[src/rtl/dvp_if.sv]
// dvp_if: DVP pad inputs and assembled-pixel outputs of the capture block
//   master: sensor/testbench side, drives vsync, href, d
//   slave : capture side, drives pix_data, pix_valid, sof, sol, eol, odd_err, line_len
interface dvp_if #(parameter int COL_W = 11);
    logic             vsync;
    logic             href;
    logic [7:0]       d;
    logic [15:0]      pix_data;
    logic             pix_valid;
    logic             sof;
    logic             sol;
    logic             eol;
    logic             odd_err;
    logic [COL_W-1:0] line_len;
    modport master (output vsync, href, d,
                    input  pix_data, pix_valid, sof, sol, eol, odd_err, line_len);
    modport slave  (input  vsync, href, d,
                    output pix_data, pix_valid, sof, sol, eol, odd_err, line_len);
endinterface

[src/rtl/dvp_capture.sv]
// dvp_capture: DVP receive stage, pairs bytes into RGB565 pixels with frame/line markers
//   clk  : DVP pixel clock
//   rst  : synchronous reset, active high
//   bus  : dvp_if.slave (vsync/href/d in; pix_data/pix_valid/sof/sol/eol/odd_err/line_len out)
module dvp_capture #(
    parameter bit VSYNC_POL = 1'b1,
    parameter bit HREF_POL  = 1'b1,
    parameter int COL_W     = 11
) (
    input logic clk,
    input logic rst,
    dvp_if.slave bus
);
    typedef enum logic [1:0] {SYNC, VBLANK, ACTIVE, LINE} state_t;
    state_t           state;
    logic             vs_q, hr_q, phase, sof_arm, sol_arm;
    logic [7:0]       d_q, hi;
    logic [COL_W-1:0] col;
    always_ff @(posedge clk) begin
        if (rst) begin
            state         <= SYNC;
            vs_q          <= 1'b0;
            hr_q          <= 1'b0;
            d_q           <= '0;
            hi            <= '0;
            phase         <= 1'b0;
            sof_arm       <= 1'b0;
            sol_arm       <= 1'b0;
            col           <= '0;
            bus.pix_data  <= '0;
            bus.pix_valid <= 1'b0;
            bus.sof       <= 1'b0;
            bus.sol       <= 1'b0;
            bus.eol       <= 1'b0;
            bus.odd_err   <= 1'b0;
            bus.line_len  <= '0;
        end else begin
            // polarity-normalised: 1 means blanking / line data active
            vs_q          <= bus.vsync == VSYNC_POL;
            hr_q          <= bus.href == HREF_POL;
            d_q           <= bus.d;
            bus.pix_valid <= 1'b0;
            bus.sof       <= 1'b0;
            bus.sol       <= 1'b0;
            bus.eol       <= 1'b0;
            bus.odd_err   <= 1'b0;
            case (state)
                SYNC:   if (vs_q) state <= VBLANK;
                VBLANK: if (!vs_q) begin
                    state   <= ACTIVE;
                    sof_arm <= 1'b1;
                end
                ACTIVE: if (vs_q) begin
                    state <= VBLANK;
                end else if (hr_q) begin
                    // the entry byte is the high byte of the first pixel
                    state   <= LINE;
                    hi      <= d_q;
                    phase   <= 1'b1;
                    col     <= '0;
                    sol_arm <= 1'b1;
                end
                LINE: if (vs_q) begin
                    // aborted line: drop pending byte, no eol, line_len untouched
                    state <= VBLANK;
                    phase <= 1'b0;
                end else if (hr_q) begin
                    if (!phase) begin
                        hi    <= d_q;
                        phase <= 1'b1;
                    end else begin
                        bus.pix_data  <= {hi, d_q};
                        bus.pix_valid <= 1'b1;
                        bus.sof       <= sof_arm;
                        bus.sol       <= sol_arm;
                        sof_arm       <= 1'b0;
                        sol_arm       <= 1'b0;
                        phase         <= 1'b0;
                        col           <= (&col) ? col : col + 1'b1;
                    end
                end else begin
                    state        <= ACTIVE;
                    bus.eol      <= 1'b1;
                    bus.odd_err  <= phase;
                    bus.line_len <= col;
                    phase        <= 1'b0;
                end
            endcase
        end
    end
endmodule
[src/flat_wrapper.sv]
// flat-port wrapper written by rule: the top's interface ports become plain ports
module dvp_capture_flat 
#(
    parameter bit VSYNC_POL = 1'b1,
    parameter bit HREF_POL  = 1'b1,
    parameter int COL_W     = 11
)
  (clk, rst, bus_vsync, bus_href, bus_d, bus_pix_data, bus_pix_valid, bus_sof, bus_sol, bus_eol, bus_odd_err, bus_line_len);
  dvp_if #(.COL_W(COL_W)) bus_i ();
  input logic clk;
  input logic rst;
  input wire logic [$bits(bus_i.vsync)-1:0] bus_vsync;
  input wire logic [$bits(bus_i.href)-1:0] bus_href;
  input wire logic [$bits(bus_i.d)-1:0] bus_d;
  output wire logic [$bits(bus_i.pix_data)-1:0] bus_pix_data;
  output wire logic [$bits(bus_i.pix_valid)-1:0] bus_pix_valid;
  output wire logic [$bits(bus_i.sof)-1:0] bus_sof;
  output wire logic [$bits(bus_i.sol)-1:0] bus_sol;
  output wire logic [$bits(bus_i.eol)-1:0] bus_eol;
  output wire logic [$bits(bus_i.odd_err)-1:0] bus_odd_err;
  output wire logic [$bits(bus_i.line_len)-1:0] bus_line_len;
  assign bus_i.vsync = bus_vsync;
  assign bus_i.href = bus_href;
  assign bus_i.d = bus_d;
  assign bus_pix_data = bus_i.pix_data;
  assign bus_pix_valid = bus_i.pix_valid;
  assign bus_sof = bus_i.sof;
  assign bus_sol = bus_i.sol;
  assign bus_eol = bus_i.eol;
  assign bus_odd_err = bus_i.odd_err;
  assign bus_line_len = bus_i.line_len;
  dvp_capture #(.VSYNC_POL(VSYNC_POL), .HREF_POL(HREF_POL), .COL_W(COL_W)) u_core (.clk(clk), .rst(rst), .bus(bus_i));
endmodule
[config.mk]
export PLATFORM = sky130hd
export DESIGN_NAME = dvp_capture_flat
export DESIGN_NICKNAME = d
export VERILOG_FILES = /design/src/rtl/dvp_if.sv /design/src/rtl/dvp_capture.sv /design/src/flat_wrapper.sv
export SDC_FILE = /design/constraint.sdc
export NUM_CORES = 1
export LEC_CHECK = 0
export CAP_MARGIN = 25
export CORE_MARGIN = 1.5
export CORE_UTILIZATION = 40
export CTS_CLUSTER_SIZE = 24
export DETAILED_ROUTE_END_ITERATION = 16
export GPL_ROUTABILITY_DRIVEN = 0
export SLEW_MARGIN = 20
export SYNTH_ARGS = -nofsm -noshare
export SYNTH_HDL_FRONTEND = slang
export SYNTH_SLANG_ARGS = --single-unit
[constraint.sdc]
create_clock -name clk -period 2 [get_ports clk]
set_input_delay 0.4 -clock clk [delete_from_list [all_inputs] [get_ports clk]]
set_output_delay 0.4 -clock clk [all_outputs]
set_load 0.02 [all_outputs]
Word level (Yosys, flattened, before mapping)

Index checks and enable logic that the tools add are counted.
Widths: inputs -> output; s select.

Multipliers: 0
Bitwise gates (word level): 4
Add/sub/neg operators: 1
Multiplexer cells: 34
Reduce and logical (&&, ||, !) cells: 16
$lt $le $gt $ge: 0
Div/mod/pow operators: 0
Shift operators: 0
Equal/unequal tests: 14

Operator list:

| operator              | number |
|---|---|
| $mux 11               | 6 |
| $mux 8                | 5 |
| $pmux 11 s2           | 1 |
| $pmux 8 s2            | 1 |
| $mux 2                | 6 |
| $reduce_and 6->1      | 2 |
| $add 11x1->11 const B | 1 |
| $mux 1                | 11 |
| $reduce_and 11->1     | 1 |
| $ne 2x2->1 const B    | 5 |
| $ne 2x1->1 const B    | 4 |
| $pmux 2 s4            | 1 |
| $reduce_and 4->1      | 2 |
| $reduce_or 4->1       | 2 |
| $reduce_and 7->1      | 1 |
| $pmux 1 s2            | 3 |
| $reduce_and 3->1      | 2 |
| $reduce_and 5->1      | 1 |
| $reduce_or 5->1       | 1 |
| $eq 2x2->1 const B    | 2 |
| $not 1->1             | 4 |
| $reduce_bool 2->1     | 2 |
| $ne 3x1->1 const B    | 1 |
| $ne 3x2->1 const B    | 1 |
| other kinds (3)       | 3 |

Bits in latches: 0
Memories kept: 0
Register bits: 66
RAM bits: 0
Output and inout bits: 32
Input port bits: 12
Word-level logic and storage cells: 85
ROM bits: 0

Logic depth before layout (Yosys ltp)

Depth in word-level cells: 6
Depth in mapped cells: 7

Least setup slack after synthesis

No wires, ideal clock.

Path type: register -> register
From: register u_core.col[0]
To: register u_core.col[0]
Setup time: 0.122 ns
Arrival: 1.324 ns
Path buffers: 1
Clock period less this slack: 1.445 ns
Slack: 0.555 ns
Cell stages (with the launch flop): 7
Path through: dfxtp_1 > ha_1 > inv_1 > nor4_4 > buf_6 > or3_1 > a21oi_1

Cells in the longest elaborated chain, start to end: 6
Elaborated cells on any way between the ends: 9

Ends and longest elaborated chain:

| what                   | RTL line          | source |
|---|---|---|
| start, declared        | dvp_capture.sv:18 | `logic [COL_W-1:0] col;` |
| start signal, assigned | dvp_capture.sv:79 | `col <= (&col) ? col : col + 1'b1;` |
| $add 11x1->11          | dvp_capture.sv:79 |  |
| $mux 11                | dvp_capture.sv:79 |  |
| $mux 11                | dvp_capture.sv:68 | `if (!phase) begin` |
| $mux 11                | dvp_capture.sv:67 | `end else if (hr_q) begin` |
| $mux 11                | dvp_capture.sv:63 | `LINE: if (vs_q) begin` |
| $pmux 11 s2            | dvp_capture.sv:47 | `case (state)` |

Parallel ways exist; a longest one is shown, timed or not. The select of a mux whose other input is x is not followed.
A chain may end at the register's enable or synchronous reset.

Worst setup path after layout

From: register u_core.bus.pix_data[3]
To: output port bus_pix_data[3]

RTL lines:

| what                   | RTL line           | source |
|---|---|---|
| start, declared        | dvp_if.sv:18       | `output pix_data, pix_valid, sof, sol, eol, odd_err, line_len);` |
| start signal, assigned | dvp_capture.sv:72  | `bus.pix_data <= {hi, d_q};` |
| end, declared          | flat_wrapper.sv:15 | `output wire logic [$bits(bus_i.pix_data)-1:0] bus_pix_data;` |

No word-level cell between the ends.

==> impl_metrics.env <==
export IMPL_status="complete, no violations"
export IMPL_htreeDepth=3
export IMPL_worst_ep_arrival_time_ns=1.31
export IMPL_synth_edff_count=0
export IMPL_powerDensity_mw_per_mm2=874
export IMPL_relSlewSlack_pct=71.0
export IMPL_synth_warnings=0
export IMPL_rr_startpoint="u_core.col[0]$_SDFFE_PP0P_"
export IMPL_post_drt_wl_per_cell_um=12.6
export IMPL_cp_max_fo=2
export IMPL_min_path_type="input pin to flip-flop"
export IMPL_grt_pass1_vias=1727
export IMPL_vias=2009
export IMPL_cts_buffers=9
export IMPL_cp_end_kind="primary output"
export IMPL_setup_viol=0
export IMPL_path_cells="clkdlybuf4s50_1"
export IMPL_holdPathEnd="u_core.bus.line_len[8]$_SDFFE_PP0P_"
export IMPL_synth_seq_area_share_pct=54.1
export IMPL_core_mm2=0.00592
export IMPL_slew_violations=0
export IMPL_synthXorXnorAreaFrac_pct=0
export IMPL_p_sw_uw=566
export IMPL_fin_crit_ns=1.71
export IMPL_first_pass_iters=4
export IMPL_synth_area_leaders="dfxtp_1 (54%), nand2_1 (11%), a21oi_1 (9.6%)"
export IMPL_power_share_switching_pct=20.5
export IMPL_min_period_over_period_pct=85.4
export IMPL_cts_resized=0
export IMPL_synth_area_mm2=0.00244
export IMPL_finalInstanceArea_mm2=0.00315
export IMPL_fin_total_pwr_mw=2.75
export IMPL_synthFlopType="dfxtp_1"
export IMPL_hold_viol=0
export IMPL_cp_depth=1
export IMPL_power_clock_fraction_pct=48.8
export IMPL_initial_core_util_pct=41.3
export IMPL_worstRegToRegCells=6
export IMPL_rr_endpoint="u_core.col[4]$_SDFFE_PP0P_"
export IMPL_root_buffer="clkbuf_8"
export IMPL_num_nets_final=337
export IMPL_io_pins=44
export IMPL_synth_distinct_cells=35
export IMPL_cts_max_path_buffers=2
export IMPL_worstPathRequired_ns=1.60
export IMPL_syn_inst=280
export IMPL_ys_ff_latch=66
export IMPL_comb_power_share_pct=2.3
export IMPL_fin_worst_skew_ns=0.00910
export IMPL_seqPwrFrac_pct=48.8
export IMPL_drc_errors=0
export IMPL_synth_top_area_share_pct=54.1
export IMPL_drt_total_wl_um=5090
export IMPL_post_synth_top_area_cell="dfxtp_1"
export IMPL_ant_nets=0
export IMPL_clk_pin_slew_ns=0.08
export IMPL_avgSynthCellArea_um2=8.73
export IMPL_die_w_um=81.2
export IMPL_fin_ws_ns=0.292
export IMPL_placementRows=28
export IMPL_grt_max_degree=41
export IMPL_path_buf_inv=1
export IMPL_critPathKind="flip-flop to primary output"
export IMPL_cts_tree="done"
export IMPL_postPlaceCellArea_mm2=0.00291
export IMPL_synthToLayoutAreaGrowth_pct=29.0
export IMPL_dieArea_mm2=0.00659
export IMPL_dpl_worst_slack_ns=0.324
export IMPL_synth_most_common_cell="nand2_1"
export IMPL_synth_top_family_by_area="simple AND/OR/NAND/NOR gates"
export IMPL_irDropWorstVdd_v=0.000433
export IMPL_cp_slowest_cell="clkdlybuf4s50_1"
export IMPL_cts_setup_buffers=0
export IMPL_synth_nets=293
export IMPL_hpwl_um=3320
export IMPL_worst_pin_slew_ns=0.435
export IMPL_critPathLaunchType="flip-flop"
export IMPL_antenna_found_initial=0
export IMPL_synthAdderAreaFrac_pct=0.512
export IMPL_finalSetupTns_ns=0
export IMPL_cp_top_family="buffers and inverters"
export IMPL_worstHoldPathCells=2
export IMPL_grt_overflow=0
export IMPL_rsz0062_at_grt="no"
export IMPL_max_freq_ghz=0.585
export IMPL_internal_power_mw=2.19
export IMPL_synth_compound_area_share_pct=13.5
export IMPL_vias_per_cell=4.97
export IMPL_cts_sinks=66
export IMPL_track_usage_pct=17.1
export IMPL_portBuffers=43
export IMPL_drtIter0Drc=123
export IMPL_synthMuxAreaShare_pct=0
export IMPL_clock_latency_ns=0.34
export IMPL_cap_violations=0
export IMPL_crit_path_max_incr_delay_ns=0.62
export IMPL_die_h_um=81.2
export IMPL_antenna_cells=0
export IMPL_drive_gt1_share_pct=9.12
export IMPL_r2r_slack_ns=0.29
export IMPL_synth_async_reset_ratio_pct=0
export IMPL_hold_ws_ns=0.438
export IMPL_hold_buffers=0
export IMPL_grt_pass1_wl_um=8520
export IMPL_holdCritStartpoint="rst"
export IMPL_synth_common_cells="nand2_1 (69), dfxtp_1 (66), a21oi_1 (47)"
export IMPL_p_leak_nw=1.07
export IMPL_synth_simple_area_share_pct=27.3
[how the worst max path moves through the flow]
stage	slack, ns	to	from
2_1_floorplan	0.55	u_core.col[0]$_SDFFE_PP0P_	u_core.col[0]$_SDFFE_PP0P_
3_3_place_gp	0.38	u_core.col[5]$_SDFFE_PP0P_	u_core.col[0]$_SDFFE_PP0P_
3_5_place_dp	0.32	u_core.col[3]$_SDFFE_PP0P_	u_core.col[0]$_SDFFE_PP0P_
4_1_cts	0.28	bus_pix_data[3]	u_core.bus.pix_data[3]$_SDFFE_PP0P_
5_1_grt	0.17	u_core.col[0]$_SDFFE_PP0P_	u_core.col[0]$_SDFFE_PP0P_
6_report	0.29	bus_pix_data[3]	u_core.bus.pix_data[3]$_SDFFE_PP0P_
[logic make-up (layout without fill, tap and decap cells)]
kind of cell / Yosys count / count (layout)
simple gates: 134 / 134
buf+inv: 19 / 68
fa+ha+maj: 1 / 1
flops: 66 / 66
compound gates: 60 / 60
[state kept, by name, summed over array words and instances, names as in the netlist]
signal and cells:
u_core.bus.eol 1, u_core.bus.line_len 11, u_core.bus.odd_err 1, u_core.bus.pix_data 16
u_core.bus.pix_valid 1, u_core.bus.sof 1, u_core.bus.sol 1, u_core.col 11
u_core.d_q 8, u_core.hi 8, u_core.hr_q 1, u_core.phase 1
u_core.sof_arm 1, u_core.sol_arm 1, u_core.state 2, u_core.vs_q 1
[stage by stage]
stage                     std cells  utilization [%]
final                           404             53.3
after global routing            404             53.3
after CTS                       404             53.3
after detailed placement        388             49.2
after global placement          388             49.2
after floorplan                 280                -
[layout by cell type, fill, tap and decap left out, drive strengths merged, types with 3 or more instances in the layout]
cell type	count
or3	4
o31ai	6
buf	9
and2	4
o21ai	3
nor2b	10
nor2	10
clkdlybuf4s50	42
bufinv	3
nand3	14
clkbuf	9
or4	6
nand2	70
a21oi	47
nand4	4
dfxtp	66
[power by group through the flow]
stage | registers (mW) | clock network, mW | logic [mW]
after CTS | 1.34 | 1.36 | 0.0648
after floorplan | 1.37 | 0 | 0.0464
after global placement | 1.37 | 0 | 0.0642
after detailed placement | 1.37 | 0 | 0.0646
after global routing | 1.35 | 1.43 | 0.0715
final | 1.35 | 1.35 | 0.0643
[layout make-up]
| cell class | count | area (um^2) |
|---|---|---|
| inverters | 1 | 3.75 |
| clock inverters | 7 | 116 |
| repair buffers | 51 | 485 |
| clock buffers | 9 | 124 |
| multi-input cells | 195 | 1010 |
| flip-flops and latches | 66 | 1320 |
| well taps | 75 | 93.8 |
| fillers | 570 | 2770 |
[metal layers]
metal  GRT usage (%)  vias to the layer above  wire (um)
met3            4.38                        8        237
li1                -                     1047          -
met5               0                        -          0
met2            21.7                       50       1940
met4            8.79                        0         89
met1            25.9                      904       2820
Power figures use the tool's default switching activity.
